### config.mk
export PLATFORM = sky130hd
export DESIGN_NAME = countdown_timer_ctrl_flat
export DESIGN_NICKNAME = d
export VERILOG_FILES = /design/src/rtl/timer_pkg.sv /design/src/rtl/countdown_timer_ctrl_if.sv /design/src/rtl/tick_prescaler.sv /design/src/rtl/countdown_timer_ctrl.sv /design/src/flat_wrapper.sv
export SDC_FILE = /design/constraint.sdc
export NUM_CORES = 1
export LEC_CHECK = 0
export ABC_AREA = 1
export BUFFER_PORTS_ARGS = -buffer_cell sky130_fd_sc_hd__buf_2
export CAP_MARGIN = 30
export CORE_ASPECT_RATIO = 1.1
export CORE_UTILIZATION = 60
export DETAILED_ROUTE_END_ITERATION = 10
export PLACE_DENSITY = 0.76
export SLEW_MARGIN = 30
export SYNTH_ARGS = -nofsm -noshare
export SYNTH_HDL_FRONTEND = slang
export SYNTH_SLANG_ARGS = --single-unit
### constraint.sdc
create_clock -name clk -period 2.8 [get_ports clk]
set_clock_uncertainty 0.05 [all_clocks]
set_input_delay 0.56 -clock clk [delete_from_list [all_inputs] [get_ports clk]]
set_output_delay 0.56 -clock clk [all_outputs]
set_load 0.01 [all_outputs]
### src/rtl/timer_pkg.sv
// Shared types and helpers for the countdown alarm timer.
// State encoding is exported on the debug/LED state port.
package timer_pkg;

  typedef enum logic [1:0] {
    SET   = 2'd0,
    RUN   = 2'd1,
    PAUSE = 2'd2,
    BEEP  = 2'd3
  } state_t;

  localparam int unsigned LOAD_W = 32;

  // Seconds to ticks, clamped to the largest count the output can show.
  function automatic logic [LOAD_W-1:0] sat_load(
    input logic [LOAD_W-1:0] sec,
    input int unsigned       tick_hz,
    input int unsigned       out_w
  );
    logic [63:0] prod;
    logic [63:0] lim;
    prod = 64'(sec) * 64'(tick_hz);
    lim  = (64'd1 << out_w) - 64'd1;
    if (prod > lim) begin
      return lim[LOAD_W-1:0];
    end
    return prod[LOAD_W-1:0];
  endfunction

endpackage

### src/rtl/countdown_timer_ctrl_if.sv
// Button/switch inputs and display/buzzer outputs of the timer.
// master = board side, slave = timer controller.
interface countdown_timer_ctrl_if #(
  parameter int unsigned SEC_W = 9,
  parameter int unsigned OUT_W = 16
);
  import timer_pkg::*;

  logic             start_n;
  logic             clear_n;
  logic [SEC_W-1:0] switches;
  logic [OUT_W-1:0] count;
  logic             flash;
  logic             buzzer;
  state_t           state;

  modport master (
    output start_n,
    output clear_n,
    output switches,
    input  count,
    input  flash,
    input  buzzer,
    input  state
  );

  modport slave (
    input  start_n,
    input  clear_n,
    input  switches,
    output count,
    output flash,
    output buzzer,
    output state
  );

endinterface

### src/rtl/tick_prescaler.sv
// Divides clk down to a one-cycle tick every CLK_HZ/TICK_HZ clocks.
// en freezes the phase (no reset), clr restarts it.
module tick_prescaler #(
  parameter int unsigned CLK_HZ  = 50_000_000,
  parameter int unsigned TICK_HZ = 100
) (
  input  logic clk,
  input  logic rst_n,
  input  logic en,
  input  logic clr,
  output logic tick
);

  localparam int unsigned DIV = CLK_HZ / TICK_HZ;
  localparam int unsigned CW  = (DIV > 1) ? $clog2(DIV) : 1;
  localparam logic [CW-1:0] LAST = CW'(DIV - 1);

  logic [CW-1:0] cnt;

  assign tick = en && (cnt == LAST);

  always_ff @(posedge clk or negedge rst_n) begin
    if (!rst_n) begin
      cnt <= '0;
    end else if (clr) begin
      cnt <= '0;
    end else if (en) begin
      if (cnt == LAST) begin
        cnt <= '0;
      end else begin
        cnt <= cnt + CW'(1);
      end
    end
  end

endmodule

### src/rtl/countdown_timer_ctrl.sv
// Countdown alarm controller: SET/RUN/PAUSE/BEEP with blink and buzzer.
// Define AUTO_SILENCE_EN to stop the buzzer after BEEP_TICKS ticks.
module countdown_timer_ctrl
  import timer_pkg::*;
#(
  parameter int unsigned SEC_W      = 9,
  parameter int unsigned OUT_W      = 16,
  parameter int unsigned CLK_HZ     = 50_000_000,
  parameter int unsigned TICK_HZ    = 100,
  parameter int unsigned FLASH_DIV  = 25,
  parameter int unsigned BEEP_TICKS = 1000
) (
  input logic                 clk,
  input logic                 rst_n,
  countdown_timer_ctrl_if.slave bus
);

`ifdef AUTO_SILENCE_EN
  localparam bit AUTO_SIL = 1'b1;
`else
  localparam bit AUTO_SIL = 1'b0;
`endif

  localparam int unsigned BW = $clog2(FLASH_DIV + 1);
  localparam int unsigned SW = $clog2(BEEP_TICKS + 1);
  localparam logic [BW-1:0] BLAST = BW'(FLASH_DIV - 1);
  localparam logic [SW-1:0] SLAST = SW'(BEEP_TICKS);

  // [0],[1] synchronise, [2] remembers the previous synced level
  logic [2:0] st_sr;
  logic [2:0] cl_sr;
  logic       start_p;
  logic       clear_p;

  always_ff @(posedge clk or negedge rst_n) begin
    if (!rst_n) begin
      st_sr <= '1;
      cl_sr <= '1;
    end else begin
      st_sr <= {st_sr[1:0], bus.start_n};
      cl_sr <= {cl_sr[1:0], bus.clear_n};
    end
  end

  assign start_p = st_sr[2] & ~st_sr[1];
  assign clear_p = cl_sr[2] & ~cl_sr[1];

  logic [OUT_W-1:0] load;

  assign load = OUT_W'(sat_load(LOAD_W'(bus.switches),
                                TICK_HZ, OUT_W));

  state_t           state_q;
  state_t           state_d;
  logic [OUT_W-1:0] count_q;
  logic [OUT_W-1:0] count_d;
  logic             flash_q;
  logic             flash_d;
  logic             buzz_q;
  logic             buzz_d;
  logic [BW-1:0]    bcnt_q;
  logic [BW-1:0]    bcnt_d;
  logic [SW-1:0]    scnt_q;
  logic [SW-1:0]    scnt_d;

  logic run_tick;
  logic free_tick;
  logic run_en;
  logic run_clr;

  assign run_en  = (state_q == RUN);
  assign run_clr = (state_q == SET);

  tick_prescaler #(
    .CLK_HZ  (CLK_HZ),
    .TICK_HZ (TICK_HZ)
  ) u_run_tick (
    .clk   (clk),
    .rst_n (rst_n),
    .en    (run_en),
    .clr   (run_clr),
    .tick  (run_tick)
  );

  tick_prescaler #(
    .CLK_HZ  (CLK_HZ),
    .TICK_HZ (TICK_HZ)
  ) u_free_tick (
    .clk   (clk),
    .rst_n (rst_n),
    .en    (1'b1),
    .clr   (1'b0),
    .tick  (free_tick)
  );

  always_ff @(posedge clk or negedge rst_n) begin
    if (!rst_n) begin
      state_q <= SET;
      count_q <= '0;
      flash_q <= 1'b0;
      buzz_q  <= 1'b0;
      bcnt_q  <= '0;
      scnt_q  <= '0;
    end else begin
      state_q <= state_d;
      count_q <= count_d;
      flash_q <= flash_d;
      buzz_q  <= buzz_d;
      bcnt_q  <= bcnt_d;
      scnt_q  <= scnt_d;
    end
  end

  logic blinking;
  logic entering;

  always_comb begin
    state_d  = state_q;
    count_d  = count_q;
    flash_d  = flash_q;
    bcnt_d   = bcnt_q;
    scnt_d   = scnt_q;
    buzz_d   = 1'b0;
    blinking = 1'b0;
    entering = 1'b0;

    unique case (state_q)
      SET: begin
        if (start_p && !clear_p) begin
          state_d = (load == '0) ? BEEP : RUN;
        end
      end
      RUN: begin
        if (clear_p) begin
          state_d = SET;
        end else if (start_p) begin
          state_d = PAUSE;
        end else if (run_tick) begin
          // the tick that empties the count also raises the alarm
          if (count_q <= OUT_W'(1)) begin
            state_d = BEEP;
          end else begin
            count_d = count_q - OUT_W'(1);
          end
        end
      end
      PAUSE: begin
        if (clear_p) begin
          state_d = SET;
        end else if (start_p) begin
          state_d = RUN;
        end
      end
      BEEP: begin
        if (clear_p) begin
          state_d = SET;
        end
      end
      default: state_d = SET;
    endcase

    if (state_d == SET) begin
      count_d = load;
    end
    if (state_d == BEEP) begin
      count_d = '0;
    end

    blinking = (state_d == PAUSE) || (state_d == BEEP);
    entering = blinking && (state_d != state_q);

    if (!blinking) begin
      flash_d = 1'b0;
      bcnt_d  = '0;
    end else if (entering) begin
      flash_d = 1'b1;
      bcnt_d  = '0;
      scnt_d  = '0;
    end else if (free_tick) begin
      if (bcnt_q == BLAST) begin
        bcnt_d  = '0;
        flash_d = ~flash_q;
      end else begin
        bcnt_d = bcnt_q + BW'(1);
      end
      if (scnt_q != SLAST) begin
        scnt_d = scnt_q + SW'(1);
      end
    end

    buzz_d = (state_d == BEEP) &&
             (!AUTO_SIL || (scnt_d != SLAST));
  end

  assign bus.state  = state_q;
  assign bus.count  = count_q;
  assign bus.flash  = flash_q;
  assign bus.buzzer = buzz_q;

endmodule

### src/flat_wrapper.sv
// flat-port wrapper written by rule: the top's interface ports become plain ports
module countdown_timer_ctrl_flat import timer_pkg::*;
#(
  parameter int unsigned SEC_W      = 9,
  parameter int unsigned OUT_W      = 16,
  parameter int unsigned CLK_HZ     = 50_000_000,
  parameter int unsigned TICK_HZ    = 100,
  parameter int unsigned FLASH_DIV  = 25,
  parameter int unsigned BEEP_TICKS = 1000
)
  (clk, rst_n, bus_start_n, bus_clear_n, bus_switches, bus_count, bus_flash, bus_buzzer, bus_state);
  countdown_timer_ctrl_if #(.SEC_W(SEC_W), .OUT_W(OUT_W)) bus_i ();
  input logic clk;
  input logic rst_n;
  input wire logic [$bits(bus_i.start_n)-1:0] bus_start_n;
  input wire logic [$bits(bus_i.clear_n)-1:0] bus_clear_n;
  input wire logic [$bits(bus_i.switches)-1:0] bus_switches;
  output wire logic [$bits(bus_i.count)-1:0] bus_count;
  output wire logic [$bits(bus_i.flash)-1:0] bus_flash;
  output wire logic [$bits(bus_i.buzzer)-1:0] bus_buzzer;
  output wire logic [$bits(bus_i.state)-1:0] bus_state;
  assign bus_i.start_n = bus_start_n;
  assign bus_i.clear_n = bus_clear_n;
  assign bus_i.switches = bus_switches;
  assign bus_count = bus_i.count;
  assign bus_flash = bus_i.flash;
  assign bus_buzzer = bus_i.buzzer;
  assign bus_state = bus_i.state;
  countdown_timer_ctrl #(.SEC_W(SEC_W), .OUT_W(OUT_W), .CLK_HZ(CLK_HZ), .TICK_HZ(TICK_HZ), .FLASH_DIV(FLASH_DIV), .BEEP_TICKS(BEEP_TICKS)) u_core (.clk(clk), .rst_n(rst_n), .bus(bus_i));
endmodule
Word-level counts from Yosys, hierarchy flattened
Cells that the tools add are included.
- flip-flop bits (word level): 69
- input port bits: 13
- output and inout port bits: 20
- word-level logic and storage cells: 76
- add/sub/neg operators: 4
- multiply operators: 1
- order comparisons: 1
- equality and inequality tests: 14
- mux-type cells: 29
- bitwise gates (word level): 5
- reduce and logical (&&, ||, !) cells: 13
- operator list (operator ; count):
    16-bit two-way mux ; 7
    19-bit two-way mux ; 4
    19-bit by 1-bit adder with 19-bit output, second input constant ; 2
    19-bit equality test, second input constant ; 2
    5-bit two-way mux ; 4
    2-bit two-way mux ; 9
    16-bit by 1-bit <= comparator with 1-bit output, second input constant ; 1
    16-bit logical NOT ; 1
    16-bit by 1-bit subtractor with 16-bit output, second input constant ; 1
    9-bit by 5-bit multiplier with 14-bit output, second input constant ; 1
    3-bit inequality test, second input constant ; 3
    2-bit equality test, second input constant ; 4
    2-bit case mux with 4 select lines ; 1
    3-bit by 2-bit inequality test with 1-bit output, second input constant ; 2
    3-bit nonzero test ; 2
    5-bit by 1-bit adder with 5-bit output, second input constant ; 1
    5-bit equality test, second input constant ; 1
    5-bit AND reduction ; 1
    2-bit logical NOT ; 2
    1-bit two-way mux ; 4
    1-bit logical AND ; 3
    1-bit inverter ; 3
    1-bit AND ; 2
    2-bit by 1-bit equality test with 1-bit output, second input constant ; 1
    5 further kinds ; 5

Longest topological paths before layout
Gate-level depths: netlist of the first run.
- depth after elaboration: 11
- gate-level depth with buffers: 27
- depth with buffers taken out: 27

Hierarchy
A second synthesis of the first run with hierarchy kept.
- cell total of the unflattened synthesis: 734
- area, all modules: 5283.8 um^2
- by module, submodules not included (module ; times used ; cells an instance ; area an instance (um^2) ; sequential area each (um^2)):
    countdown_timer_ctrl ; 1 ; 392 ; 2808.9 ; 783.3
    tick_prescaler ; 2 ; 171 ; 1237.4 ; 475.5

Worst setup path after synthesis of the first run
Ideal clock, no wire load.
- path type: input to register
- start: input port bus_switches[3]
- end: register u_core.count_q[1], in the netlist u_core.bus.count[1]
- library setup time: 125 ps
- arrival: 3721 ps
- data required time: 2625 ps
- slack: -1096 ps
- stages on the path: 25
- buffers on the path: 0
- cells stage by stage: ha_1 ha_1 fa_1 ha_1 nand2_1 inv_1 nand2_1 nand2_1 nand2_1 nand3_1 nand2_1 nand2_1 nor2_1 nand3_2 nand2_4 inv_1 ha_1 clkinv_1 nand3_2 nand2_4 inv_6 nand2_4 inv_6 nand2_2 o22ai_2
- longest elaborated chain between the ends: 8
- elaborated cells on any way between the ends: 15
- those cells by class: 1 x mul; 4 x eq/ne; 5 x mux; 5 x reduce/logical
- RTL lines (item ; RTL line ; RTL):
    from (decl) ; flat_wrapper.sv:17 ; input wire logic [$bits(bus_i.switches)-1:0] bus_switches;
    9-bit by 5-bit multiplier with 14-bit output (*) ; timer_pkg.sv:22 ; prod = 64'(sec) * 64'(tick_hz);
    16-bit logical NOT (*) ; countdown_timer_ctrl.sv:130 ; state_d = (load == '0) ? BEEP : RUN;
    2-bit two-way mux (*) ; countdown_timer_ctrl.sv:130 ;
    2-bit two-way mux (*) ; countdown_timer_ctrl.sv:129 ; if (start_p && !clear_p) begin
    2-bit case mux with 4 select lines (*) ; countdown_timer_ctrl.sv:127 ; unique case (state_q)
    named net u_core.state_d[1] ; countdown_timer_ctrl.sv:54 ; state_t state_d;
    2-bit equality test / 2-bit logical NOT (equally long branches) ; countdown_timer_ctrl.sv:165, countdown_timer_ctrl.sv:162 ;
    3-bit inequality test (no source line), or another cell as far along ; - ;
    5-bit AND reduction (no source line) / 16-bit two-way mux (equally long branches) ; - ;
    to (signal assigned) ; countdown_timer_ctrl.sv:106 ; count_q <= count_d;
    to (decl) ; countdown_timer_ctrl.sv:55 ; logic [OUT_W-1:0] count_q;
Mark *: on every way through the listed nets, which the timed path passes. The rest lies on a longest branch.
A chain may end at the register's enable or synchronous reset.

Final worst setup path of the first run
- start: input port bus_switches[5]
- end: register u_core.flash_q, in the netlist u_core.bus.flash
- longest elaborated chain between the ends: 10
- elaborated cells on any way between the ends: 15
- those cells by class: 1 x mul; 5 x eq/ne; 5 x mux; 4 x reduce/logical
- RTL lines (item ; RTL line ; RTL):
    9-bit by 5-bit multiplier with 14-bit output (*) ; timer_pkg.sv:22 ;
    16-bit logical NOT (*) ; countdown_timer_ctrl.sv:130 ;
    2-bit two-way mux (*) ; countdown_timer_ctrl.sv:130 ;
    2-bit two-way mux (*) ; countdown_timer_ctrl.sv:129 ;
    2-bit case mux with 4 select lines (*) ; countdown_timer_ctrl.sv:127 ;
    named net u_core.state_d[1] ; countdown_timer_ctrl.sv:54 ;
    2-bit equality test ; countdown_timer_ctrl.sv:169 ; blinking = (state_d == PAUSE) || (state_d == BEEP);
    1-bit logical OR ; countdown_timer_ctrl.sv:169 ;
    1-bit logical AND ; countdown_timer_ctrl.sv:170 ; entering = blinking && (state_d != state_q);
    3-bit inequality test (no source line), or another cell as far along ; - ;
    2-bit AND reduction (no source line) / 1-bit two-way mux (equally long branches) ; - ;
    to (signal assigned) ; countdown_timer_ctrl.sv:107 ; flash_q <= flash_d;
    to (decl) ; countdown_timer_ctrl.sv:57 ; logic flash_q;
Marks and branches as above.

==> metrics.md, run 1 <==
| Metric | Value |
|---|---|
| Num CTS Buffers | `9` |
| Largest family of logic cells by synthesized area | `simple AND/OR/NAND/NOR gates` |
| Worst vdd ir | `0.376 mV` |
| Clock latency on the worst-skew pair | `roughly 350 ps` |
| Largest stage delay, worst path | `450 ps` |
| Worst slew pin tran | `908 ps` |
| CTS tree | `yes` |
| Die width | `88.7 um` |
| Clock network power share | `24.0%` |
| Die ar. | `8640 um2` |
| First-pass GRT wire length | `between 20000 and 25000 um` |
| Starting Density | `a little over three fifths` |
| Asr flop ratio synth | `100%` |
| Fin crit period | `roughly 3500 ps` |
| Final Hold Vio Count | `0` |
| P_int | `about 2400 uW` |
| Synth Net Count | `715` |
| Die Y | `between 90 and 100 um` |
| Top cell family by delay on the critical path | `adder cells` |
| Post-synth cell types | `44` |
| Dpl hpwl | `approximately 9000 um` |
| Sw frac | `around two fifths` |
| I/O pins | `33` |
| Final WS setup | `-718 ps` |
| N_diodes | `0` |
| Crit Path Category | `input pin to flip-flop` |
| CP max FO | `6` |
| Mapped Cells | `656` |
| Synthesized flop and latch total | `69` |
| Wire per inst | `14.7 um` |
| Pre-CTS WS | `-1160 ps` |
| Hold WC Path Type | `input pin to asynchronous set/reset pin` |
| Most used DFF post-synth | `dfrtp_1` |
| Grt total ovfl | `0` |
| Sequential-to-total area share from yosys stat | `roughly a third` |
| Final-stage net count | `808` |
| Final ANT Viol Nets | `0` |
| CTS root buf | `clkbuf_8` |
| Synth warnings | `0` |
| Vias post-DR | `4815` |
| Fmax | `roughly 0.28 GHz` |
| P_leak | `about 0.0030 uW` |
| Post-Synth Simple-Gate Area | `between 20% and 30%` |
| Most common cell in the synthesized netlist | `nand2_1` |
| RSZ-0062 raised after global routing | `yes` |
| Routed vias/inst | `5.59` |
| TritonCTS Sinks | `69` |
| Pin count of the biggest net entering global routing | `a little under 60` |
| Worst path depth | `22` |
| Final worst-path cycle share | `126%` |
| Synth Area in Compound Gates | `between 10% and 20%` |
| Initial antenna violation count | `0` |
| Syn_area_per_cell | `roughly 7.6 um2` |
| Ratio of cells with drive above 1 in the final layout | `29.3%` |
| Status | `finished, violations left` |
| Comb power frac | `around 43%` |
| CP Capture Type | `flip-flop` |
| Number of synthesized flops with an enable pin | `0` |
| Mux cell area share after synthesis | `0%` |
| Post-synthesis xor/xnor area fraction | `about 2.6%` |
| Synth area leaders | `dfrtp_1 32%, ha_1 11%, nand2_1 9.1%` |
| Max_cap viols | `0` |
| Critical Path Start Type | `input pin` |
| Post-Synth Adder-Cell Area | `12.2%` |
| I/O Buffers | `32` |
| Worst Path Buf+Inv | `3` |
| GR Util All Layers | `between 30% and 40%` |
| R2R setup slack | `~90 ps` |
| Crit path DAT | `3710 ps` |
| Power per Cell Area | `between 600 and 700 nW/um2` |
| Area of the core | `7960 um2` |
| Critical Path, Cell by Cell | `buf_4 > ha_4 > ha_4 > fa_1 > ha_4 > nand2_1 > nor2_1 > nand2_1 > nand4_1 > nand2_1 > nand2_1 > nor2_2 > nand3_2 > nand2_4 > buf_4 > buf_6 > ha_4 > or2_4 > nand4_4 > nand2_1 > nand2_1 > nand2_1` |
| Share of the synthesized area in the top cell type | `about a third` |
| Layout Utilization | `between 80% and 90%` |
| Row cnt | `34` |
| Number of global-route vias before repair | `around 4800` |
| Final wirelength | `between 10000 and 15000 um` |
| Crit-path slowest cell | `fa_1` |
| Slew headroom | `between 30% and 40%` |
| Routability cong. | `0.837` |
| P_sw | `approximately 1600 uW` |
| CP Data Required Time | `between 2000 and 3000 ps` |
| Initial detailed-routing violation count | `around 260` |
| Crit path top cell by count | `nand2_1` |
| Clock-pin slew of the registers on the worst-case setup and hold paths | `~90 ps` |
| Violated checks | `setup timing` |
| Register-to-Register Path Depth | `16` |
| Final setup fails | `23` |
| Longest Clk Path Bufs | `2` |
| Leading area contributor after synthesis | `dfrtp_1` |
| DRT Pass-1 Iters | `4` |
| Flop pwr share | `~33%` |
| H-tree depth | `3` |
| Worst Setup SP | `bus_switches[5]` |
| DR DRC count | `0` |
| Synthesized area | `around 5000 um2` |
| Top post-synthesis cells by count | `120 x nand2_1, 107 x inv_1, 71 x nor2_1` |
| Area Growth Syn to Fin | `30.4%` |
| Reg-to-reg startpoint | `u_core.bus.count[0]` |
| Fin. max-slew vios | `0` |
==> path summary, 6_finish.rpt <==
kind | end
worst max-delay path | u_core.bus.flash
worst min register to register | u_core.st_sr[1]
worst max register to register | u_core.bus.flash
worst min-delay path | u_core.bus.count[4]
max in group asynchronous | u_core.st_sr[2]
min in group clk | u_core.st_sr[0]
==> kinds of logic after synthesis <==
| logic type | Yosys count |
|---|---|
| AOI/OAI and AO/OA | 115 |
| xor gates and xnor gates | 15 |
| adders and majority gates | 46 |
| buffers and inverters | 123 |
| DFF | 69 |
| and+or+nand+nor | 288 |
==> stage by stage <==
stage | instance area, um2 | power [uW] | instances | hold slack (ps) | TNS [ps]
floorplan | 5270 | 2210 | 656 | 214 | -15270
global placement | 5880 | 2730 | 832 | 299 | -23440
detailed placement | 5880 | 2780 | 832 | 300 | -25100
CTS | 6330 | 3830 | 858 | 49.5 | -13400
global route | 6480 | 4220 | 862 | 59.6 | -19060
finish | 6480 | 3980 | 862 | 42.7 | -15050
==> registers in the layout, summed over array words and instances, names as in the netlist <==
name                    count
u_core.u_free_tick.cnt     19
u_core.bus.flash            1
u_core.bcnt_q               5
u_core.st_sr                3
u_core.cl_sr                3
u_core.u_run_tick.cnt      19
u_core.bus.buzzer           1
u_core.bus.count           16
u_core.bus.state            2
==> cells in the final DEF, fill, tap and decap left out, types with 4 or more instances in the layout <==
master | Yosys | routed
fa_1 | 4 | 4
buf_4 | 0 | 46
clkinv_1 | 5 | 4
nor3_1 | 9 | 8
dfstp_2 | 6 | 6
nand4_1 | 19 | 19
nand3_2 | 5 | 9
ha_1 | 42 | 19
a21oi_1 | 24 | 21
o22ai_2 | 1 | 5
o21ai_0 | 44 | 37
dfrtp_1 | 63 | 63
clkbuf_8 | 0 | 10
ha_4 | 0 | 23
nand3_1 | 42 | 37
a21oi_2 | 1 | 4
nor2_2 | 4 | 8
nand2_2 | 2 | 17
buf_12 | 0 | 4
xor2_1 | 12 | 12
buf_2 | 4 | 26
nand2_4 | 4 | 6
o21ai_2 | 7 | 12
o211ai_1 | 5 | 5
inv_2 | 4 | 11
o22ai_1 | 9 | 5
buf_6 | 0 | 8
nand2_1 | 120 | 102
o21ai_1 | 12 | 14
inv_1 | 107 | 98
nor2_1 | 71 | 67
==> final cells by class <==
cell class | count | area [um2]
Timing Repair Buffer | 86 | 668
Sequential cell | 69 | 1730
Clock buffer | 10 | 138
Inverter | 118 | 478
Tap cell | 108 | 135
Fill cell | 512 | 1480
Clock inverter | 6 | 93.8
Multi-Input combinational cell | 465 | 3230
==> power by group through the flow <==
stage | Combinational [uW] | Clock (uW) | Sequential [uW]
final | 1730 | 957 | 1300
after detailed placement | 1480 | 0 | 1300
after CTS | 1590 | 958 | 1280
after global placement | 1440 | 0 | 1290
after global routing | 1900 | 1000 | 1320
after floorplan | 894 | 0 | 1320
==> repair_timing <==
action | CTS | global route
gates cloned | 1 | 0
endpoints found under the setup margin | 24 | 24
hold buffers | 0 | 0
hold endpoints to repair | 0 | 0
setup buffers | 9 | 4
pin swaps | 35 | 18
gates resized for setup | 40 | 30
==> metal layers <==
metal,share of wire [%],vias to the layer above,track usage [%]
met5,0,-,0
met4,1.7,0,9.80
met3,5.1,23,5.52
met2,51,160,51.7
met1,42,2285,39.8
li1,-,2347,-
No activity file was read; power rests on OpenSTA's default activity.
==> run 2: changes to the inputs <==
--- a/config.mk
+++ b/config.mk
@@ -8,10 +8,9 @@
 export ABC_AREA = 1
 export BUFFER_PORTS_ARGS = -buffer_cell sky130_fd_sc_hd__buf_2
 export CAP_MARGIN = 30
-export CORE_ASPECT_RATIO = 1.1
-export CORE_UTILIZATION = 60
+export CORE_UTILIZATION = 25
 export DETAILED_ROUTE_END_ITERATION = 10
-export PLACE_DENSITY = 0.76
+export PLACE_DENSITY = 0.37
 export SLEW_MARGIN = 30
 export SYNTH_ARGS = -nofsm -noshare
 export SYNTH_HDL_FRONTEND = slang
==> run 2 against run 1 <==
The run still ends with setup timing left. Final cell count up 21%. Global-route usage down 17 points. Combinational power grew 13%. Core utilization decreased by 45 points. Highest routed layer unchanged. Largest cell class unchanged. Sequential cell count did not move. Setup slack improved by 85 ps. Die area rose by 140%.
==> metrics.md, run 2 (synthesis results as in run 1) <==
| Metric | Value |
|---|---|
| Fin. max-slew vios | `0` |
| Crit Path Category | `input pin to flip-flop` |
| Crit path DAT | `roughly 3600 ps` |
| Worst vdd ir | `around 0.24 mV` |
| Die Y | `143 um` |
| DRT Pass-1 Iters | `4` |
| Leading cell type in the layout, fill and taps excluded | `inv_1` |
| Fmax | `between 0.2 and 0.3 GHz` |
| Flop pwr share | `between 20% and 30%` |
| Routability cong. | `around 0.82` |
| Final worst-path cycle share | `123%` |
| I/O Buffers | `32` |
| CP Capture Type | `flip-flop` |
| First-pass GRT wire length | `about 22000 um` |
| Number of global-route vias before repair | `approximately 4600` |
| Final ANT Viol Nets | `0` |
| Ratio of cells with drive above 1 in the final layout | `between 30% and 40%` |
| Vias post-DR | `around 4600` |
| Final wirelength | `13700 um` |
| Reg-to-reg startpoint | `u_core.u_run_tick.cnt[0]` |
| TritonCTS Sinks | `between 60 and 70` |
| Violated checks | `setup timing` |
| Non-Filler Instances | `approximately 1000` |
| Hold WC Path Type | `input pin to asynchronous set/reset pin` |
| Wire per inst | `roughly 13 um` |
| Slew headroom | `38.6%` |
| DR DRC count | `0` |
| Worst slew pin tran | `between 900 and 1000 ps` |
| CP Data Required Time | `a little under 3000 ps` |
| Die ar. | `20400 um2` |
| Clock-pin slew of the registers on the worst-case setup and hold paths | `60 ps` |
| Critical Path Start Type | `input pin` |
| Most frequent cells in the layout | `96 x inv_1, 95 x nand2_1, 68 x buf_4` |
| CTS root buf | `clkbuf_16` |
| CTS tree | `yes` |
| Final WS setup | `-633 ps` |
| Dpl cells | `slightly below 1000` |
| Power per Cell Area | `roughly 630 nW/um2` |
| Fin crit period | `between 3000 and 4000 ps` |
| R2R setup slack | `approximately 310 ps` |
| Status | `finished, violations left` |
| Pin count of the biggest net entering global routing | `70` |
| Routed vias/inst | `~4.5` |
| Cts hold-fix bufs | `0` |
| Starting Density | `roughly a quarter` |
| Met3 WL | `about 450 um` |
| Final-stage net count | `approximately 830` |
| Clock network power share | `26.6%` |
| Crit path top cell by count | `ha_4` |
| Max_cap viols | `0` |
| Comb power frac | `roughly 44%` |
| Met2 Routed Length | `between 6000 and 7000 um` |
| RSZ-0062 raised after global routing | `yes` |
| N_diodes | `0` |
| Grt total ovfl | `0` |
| Longest Clk Path Bufs | `2` |
| Uppermost layer routed | `met4` |
| Total power | `4420 uW` |
| Clock latency on the worst-skew pair | `around 350 ps` |
| Initial detailed-routing violation count | `around 220` |
| I/O pins | `33` |
| P_int | `between 2000 and 3000 uW` |
| Die width | `approximately 140 um` |
| P_sw | `about 1700 uW` |
| Crit-path slowest cell | `fa_1` |
| Final Hold Vio Count | `0` |
| Final setup fails | `23` |
| Num CTS Buffers | `9` |
| CP max FO | `7` |
| Row cnt | `51` |
| Dpl hpwl | `9980 um` |
| Sw frac | `37.5%` |
| H-tree depth | `3` |
| Initial antenna violation count | `0` |
| Met1 Wirelength | `between 6000 and 7000 um` |
| Largest stage delay, worst path | `490 ps` |
| GR Util All Layers | `between 10% and 20%` |
| Area Growth Syn to Fin | `41.8%` |
| P_leak | `around 0.0031 uW` |
| Top cell family by delay on the critical path | `adder cells` |
| Area of the core | `between 15000 and 20000 um2` |
| Register-to-Register Path Depth | `15` |
| Reg2Reg Capture Point | `u_core.bus.flash` |
| Worst Path Buf+Inv | `4` |
[run 2: metrics by stage]
stage / setup TNS, ps / setup WS [ps] / hold WS [ps] / util, % / area [um2]
2_1_floorplan: -15270 / -766 / 214 / - / 5270
3_3_place_gp: -25550 / -1160 / 301 / 31.4 / 6120
3_5_place_dp: -26130 / -1190 / 299 / 31.4 / 6120
4_1_cts: -12120 / -597 / 205 / 35.2 / 6850
5_1_grt: -16900 / -827 / 218 / 36.2 / 7040
6_report: -12890 / -633 / 188 / 36.2 / 7040
[run 2: repair_timing]
action,CTS,global route
resized for setup,54,40
buffers inserted,24,7
pin swaps,41,28
endpoints found under the setup margin,24,24
gates cloned,2,0
[run 2: area by class of cell]
type	count	area, um2
Fill cell	2016	12400
Multi-Input combinational cell	466	3340
Sequential cell	69	1730
Timing Repair Buffer	108	853
Inverter	118	480
Tap cell	265	332
Clock buffer	11	243
Clock inverter	5	58.8
[run 2: worst max path at each step]
stage,to,startpoint,slack (ps),cells after the start
after floorplan,u_core.bus.count[15],bus_switches[1],-770,26
after global placement,u_core.bus.count[15],bus_switches[1],-1160,26
after detailed placement,u_core.bus.count[15],bus_switches[1],-1190,27
after CTS,u_core.bus.count[15],bus_switches[5],-600,25
after global routing,u_core.bus.count[15],bus_switches[3],-830,25
final,u_core.bus.count[15],bus_switches[3],-630,25
[run 2: metal layers]
layer / global-route usage, % / vias to the layer above
met4: 4.58 / 0
met5: 0 / -
met1: 19.1 / 2189
li1: - / 2390
met3: 2.75 / 7
met2: 22.6 / 56
[run 2: power groups by stage]
stage                     clock network, uW  logic (uW)  registers (uW)
after global placement                    0        1520            1310
after floorplan                           0         894            1320
after detailed placement                  0        1520            1310
after CTS                              1220        1830            1290
final                                  1180        1960            1290
after global routing                   1260        2160            1310
==> run 3: changes to the inputs <==
--- a/config.mk
+++ b/config.mk
@@ -5,7 +5,6 @@
 export SDC_FILE = /design/constraint.sdc
 export NUM_CORES = 1
 export LEC_CHECK = 0
-export ABC_AREA = 1
 export BUFFER_PORTS_ARGS = -buffer_cell sky130_fd_sc_hd__buf_2
 export CAP_MARGIN = 30
 export CORE_UTILIZATION = 25
==> run 3 against run 2 <==
The flow still finishes with violations (setup timing). Wire length fell by 3.1%. Clock-buffer cell count decreased by 1. Synthesized cell count shrank 24%. Clock power is 7% higher. Final area decreased by 4.2%. Critical path depth down 8. Total power about the same. Register-to-register slack worse by 970 ps. Core utilization rose by 1.4 points.
==> metrics.md, run 3 <==
| Metric | Value |
|---|---|
| Status | `finished, violations left` |
| Violated checks | `setup timing` |
| Starting Density | `between 20% and 30%` |
| Final-stage net count | `slightly above 700` |
| Layout Utilization | `a little under two fifths` |
| Critical Path Start Type | `input pin` |
| Die width | `approximately 140 um` |
| CP Data Required Time | `about 3000 ps` |
| Post-synth cell types | `54` |
| Share of the synthesized area in the top cell type | `34.5%` |
| Sequential Area | `1730 um2` |
| WHS | `around 190 ps` |
| Fin crit period | `between 4000 and 5000 ps` |
| Initial antenna violation count | `0` |
| Num CTS Buffers | `9` |
| Routed vias/inst | `around 4.9` |
| Fin. max-slew vios | `0` |
| Worst Path Buf+Inv | `3` |
| First-pass GRT wire length | `roughly 22000 um` |
| Die ar. | `18800 um2` |
| P_leak | `just under 0.003 uW` |
| Clock latency on the worst-skew pair | `approximately 340 ps` |
| Syn_area_per_cell | `9.19 um2` |
| Sequential-to-total area share from yosys stat | `around 38%` |
| CTS root buf | `clkbuf_16` |
| Crit Path Category | `input pin to flip-flop` |
| Slew headroom | `between 50% and 60%` |
| Most common cell in the synthesized netlist | `dfrtp_1` |
| Area of the core | `between 15000 and 20000 um2` |
| Top post-synthesis cells by count | `63 x dfrtp_1, 49 x o21ai_0, 42 x ha_1` |
| Met3 Usage GRT | `under 10%` |
| Synth Net Count | `about 560` |
| Dpl hpwl | `approximately 9600 um` |
| Final worst-path cycle share | `145%` |
| Setup TNS | `-25790 ps` |
| Row cnt | `49` |
| Final setup fails | `24` |
| CP max FO | `8` |
| Final WS setup | `-1250 ps` |
| Critical Path, Cell by Cell | `buf_2 > ha_4 > ha_4 > fa_1 > ha_4 > o21ai_4 > a211oi_4 > mux2i_1 > or4_4 > o41ai_4 > ha_1 > o21ai_2 > nand4_1 > buf_6 > buf_4 > o211ai_1 > o21ai_1` |
| Worst slew pin tran | `roughly 660 ps` |
| Synth warnings | `0` |
| Leading cell type in the layout, fill and taps excluded | `buf_4` |
| Crit path top cell by count | `ha_4` |
| Crit-path slowest cell | `fa_1` |
| Most frequent cells in the layout | `115 x buf_4, 63 x dfrtp_1, 35 x nand2_1, 35 x nor2_1, 34 x o21ai_0` |
| Final wirelength | `around 13000 um` |
| Fill cell count | `about 1800` |
| Area Growth Syn to Fin | `47.5%` |
| CTS tree | `yes` |
| GR Util All Layers | `between 10 and 15%` |
| Crit path DAT | `between 4000 and 5000 ps` |
| Grt met1 use | `22.0%` |
| Final ANT Viol Nets | `0` |
| Power per Cell Area | `roughly 660 nW/um2` |
| Routability cong. | `around 0.8` |
| Synthesized flop and latch total | `between 60 and 70` |
| Global routing's busiest layer | `met1` |
| H-tree depth | `3` |
| Asr flop ratio synth | `100%` |
| CP Capture Type | `flip-flop` |
| Non-Filler Instances | `slightly below 900` |
| Most used DFF post-synth | `dfrtp_1` |
| RSZ-0062 raised after global routing | `yes` |
| Largest stage delay, worst path | `about 480 ps` |
| N_diodes | `0` |
| Hold WC Path Type | `input pin to asynchronous set/reset pin` |
| I/O Buffers | `32` |
| Grt total ovfl | `0` |
| Synth area leaders | `dfrtp_1 35%, ha_1 12%, o21ai_0 5.4%` |
| DR DRC count | `0` |
| Number of synthesized flops with an enable pin | `0` |
| Top cell family by delay on the critical path | `adder cells` |
| Worst vdd ir | `0.345 mV` |
| Dpl cells | `between 800 and 900` |
| Mapped Cells | `497` |
| Die Y | `around 140 um` |
| Routing usage on met2 | `21.5%` |
| Final Hold Vio Count | `0` |
| R2R setup slack | `-660 ps` |
| Area of the multi-input gates | `~3200 um2` |
| Max_cap viols | `0` |
| Fmax | `0.247 GHz` |
| Clock-pin slew of the registers on the worst-case setup and hold paths | `around 60 ps` |
| TritonCTS Sinks | `69` |
| Vias post-DR | `between 4000 and 5000` |
| Leading area contributor after synthesis | `dfrtp_1` |
| Initial detailed-routing violation count | `220` |
| DRT Pass-1 Iters | `4` |
| Number of global-route vias before repair | `between 4000 and 5000` |
| Wire per inst | `~15 um` |
| Longest Clk Path Bufs | `2` |
| I/O pins | `33` |
| Pin count of the biggest net entering global routing | `70` |
| Ratio of cells with drive above 1 in the final layout | `between 30% and 40%` |
| Synthesized area | `roughly 4600 um2` |
-- run 3: changes by cell type in the layout (fill, tap and decap cells not counted), moves of 10 or more --
cell,change
buf_4,+47
inv_1,-84
nand2_1,-60
nand2_2,-21
nand3_1,-18
nand3_2,-10
nor2_1,-31
nor2b_1,+11
xnor2_1,+11
-- run 3: metal layers --
metal  part of all wire [%]  vias to the layer above
li1                       -                     2153
met1                     52                     2083
met2                     43                       64
met3                    3.3                       14
met4                    1.3                        0
met5                      0                        -
-- run 3: cells by family (layout without fill, tap and decap cells) --
kind of cell,after synthesis,after routing,share of synthesized area [%]
AND/OR/NAND/NOR,198,198,23.9
XOR/XNOR,22,22,4.22
buffers and inverters,32,185,2.88
flip-flops,69,69,38.0
adder cells (fa/ha/maj),46,46,13.3
multiplexers,7,7,1.56
AO/OA/AOI/OAI,123,124,16.2
-- run 3: stage by stage --
stage | power (uW) | setup slack (ps) | area, um2
6_report | 4430 | -1250 | 6740
5_1_grt | 4690 | -1410 | 6740
4_1_cts | 4380 | -1270 | 6600
3_5_place_dp | 2940 | -1970 | 6040
3_3_place_gp | 2940 | -1820 | 6040
2_1_floorplan | 2100 | -1400 | 4800
-- run 3: final cells by class --
cell class	instances	area share (%)
Multi-Input combinational cell	397	47.1
Sequential cell	69	25.7
Timing Repair Buffer	154	17.3
Tap cell	229	4.25
Clock buffer	10	3.40
Clock inverter	6	1.41
Inverter	15	0.835
-- run 3: timing repair --
item / in CTS / in global routing
buffers inserted: 4 / 2
gates cloned: 1 / 1
setup endpoints to repair: 24 / 24
hold buffers: 0 / 0
resized for setup: 48 / 15
pin swaps: 21 / 7
-- run 3: path summary, 6_finish.rpt --
check,to,from,cells past startpoint
max in group asynchronous,u_core.cl_sr[1],rst_n,2
hold reg to reg,u_core.st_sr[1],u_core.st_sr[0],0
min in group clk,u_core.st_sr[0],bus_start_n,1
setup / recovery,u_core.bus.count[4],bus_switches[5],17
setup reg to reg,u_core.bus.count[4],u_core.bus.count[10],13
hold / removal,u_core.bus.count[10],rst_n,2
-- run 3: where the power goes --
part | switching [uW] | internal (uW)
clock | 471 | 789
sequential | 60.4 | 1110
combinational | 1040 | 954
-- run 3: worst reg2reg max path: stages, from the launching register on --
cell and delay (ps):
dfrtp_1 380, or4_4 550, or4_4 450, nor4_1 410
o21ai_0 140, a21o_1 220, o41ai_4 70, ha_1 290
o21ai_2 80, nand4_1 130, buf_6 170, buf_4 140
o211ai_1 150, o21ai_1 100
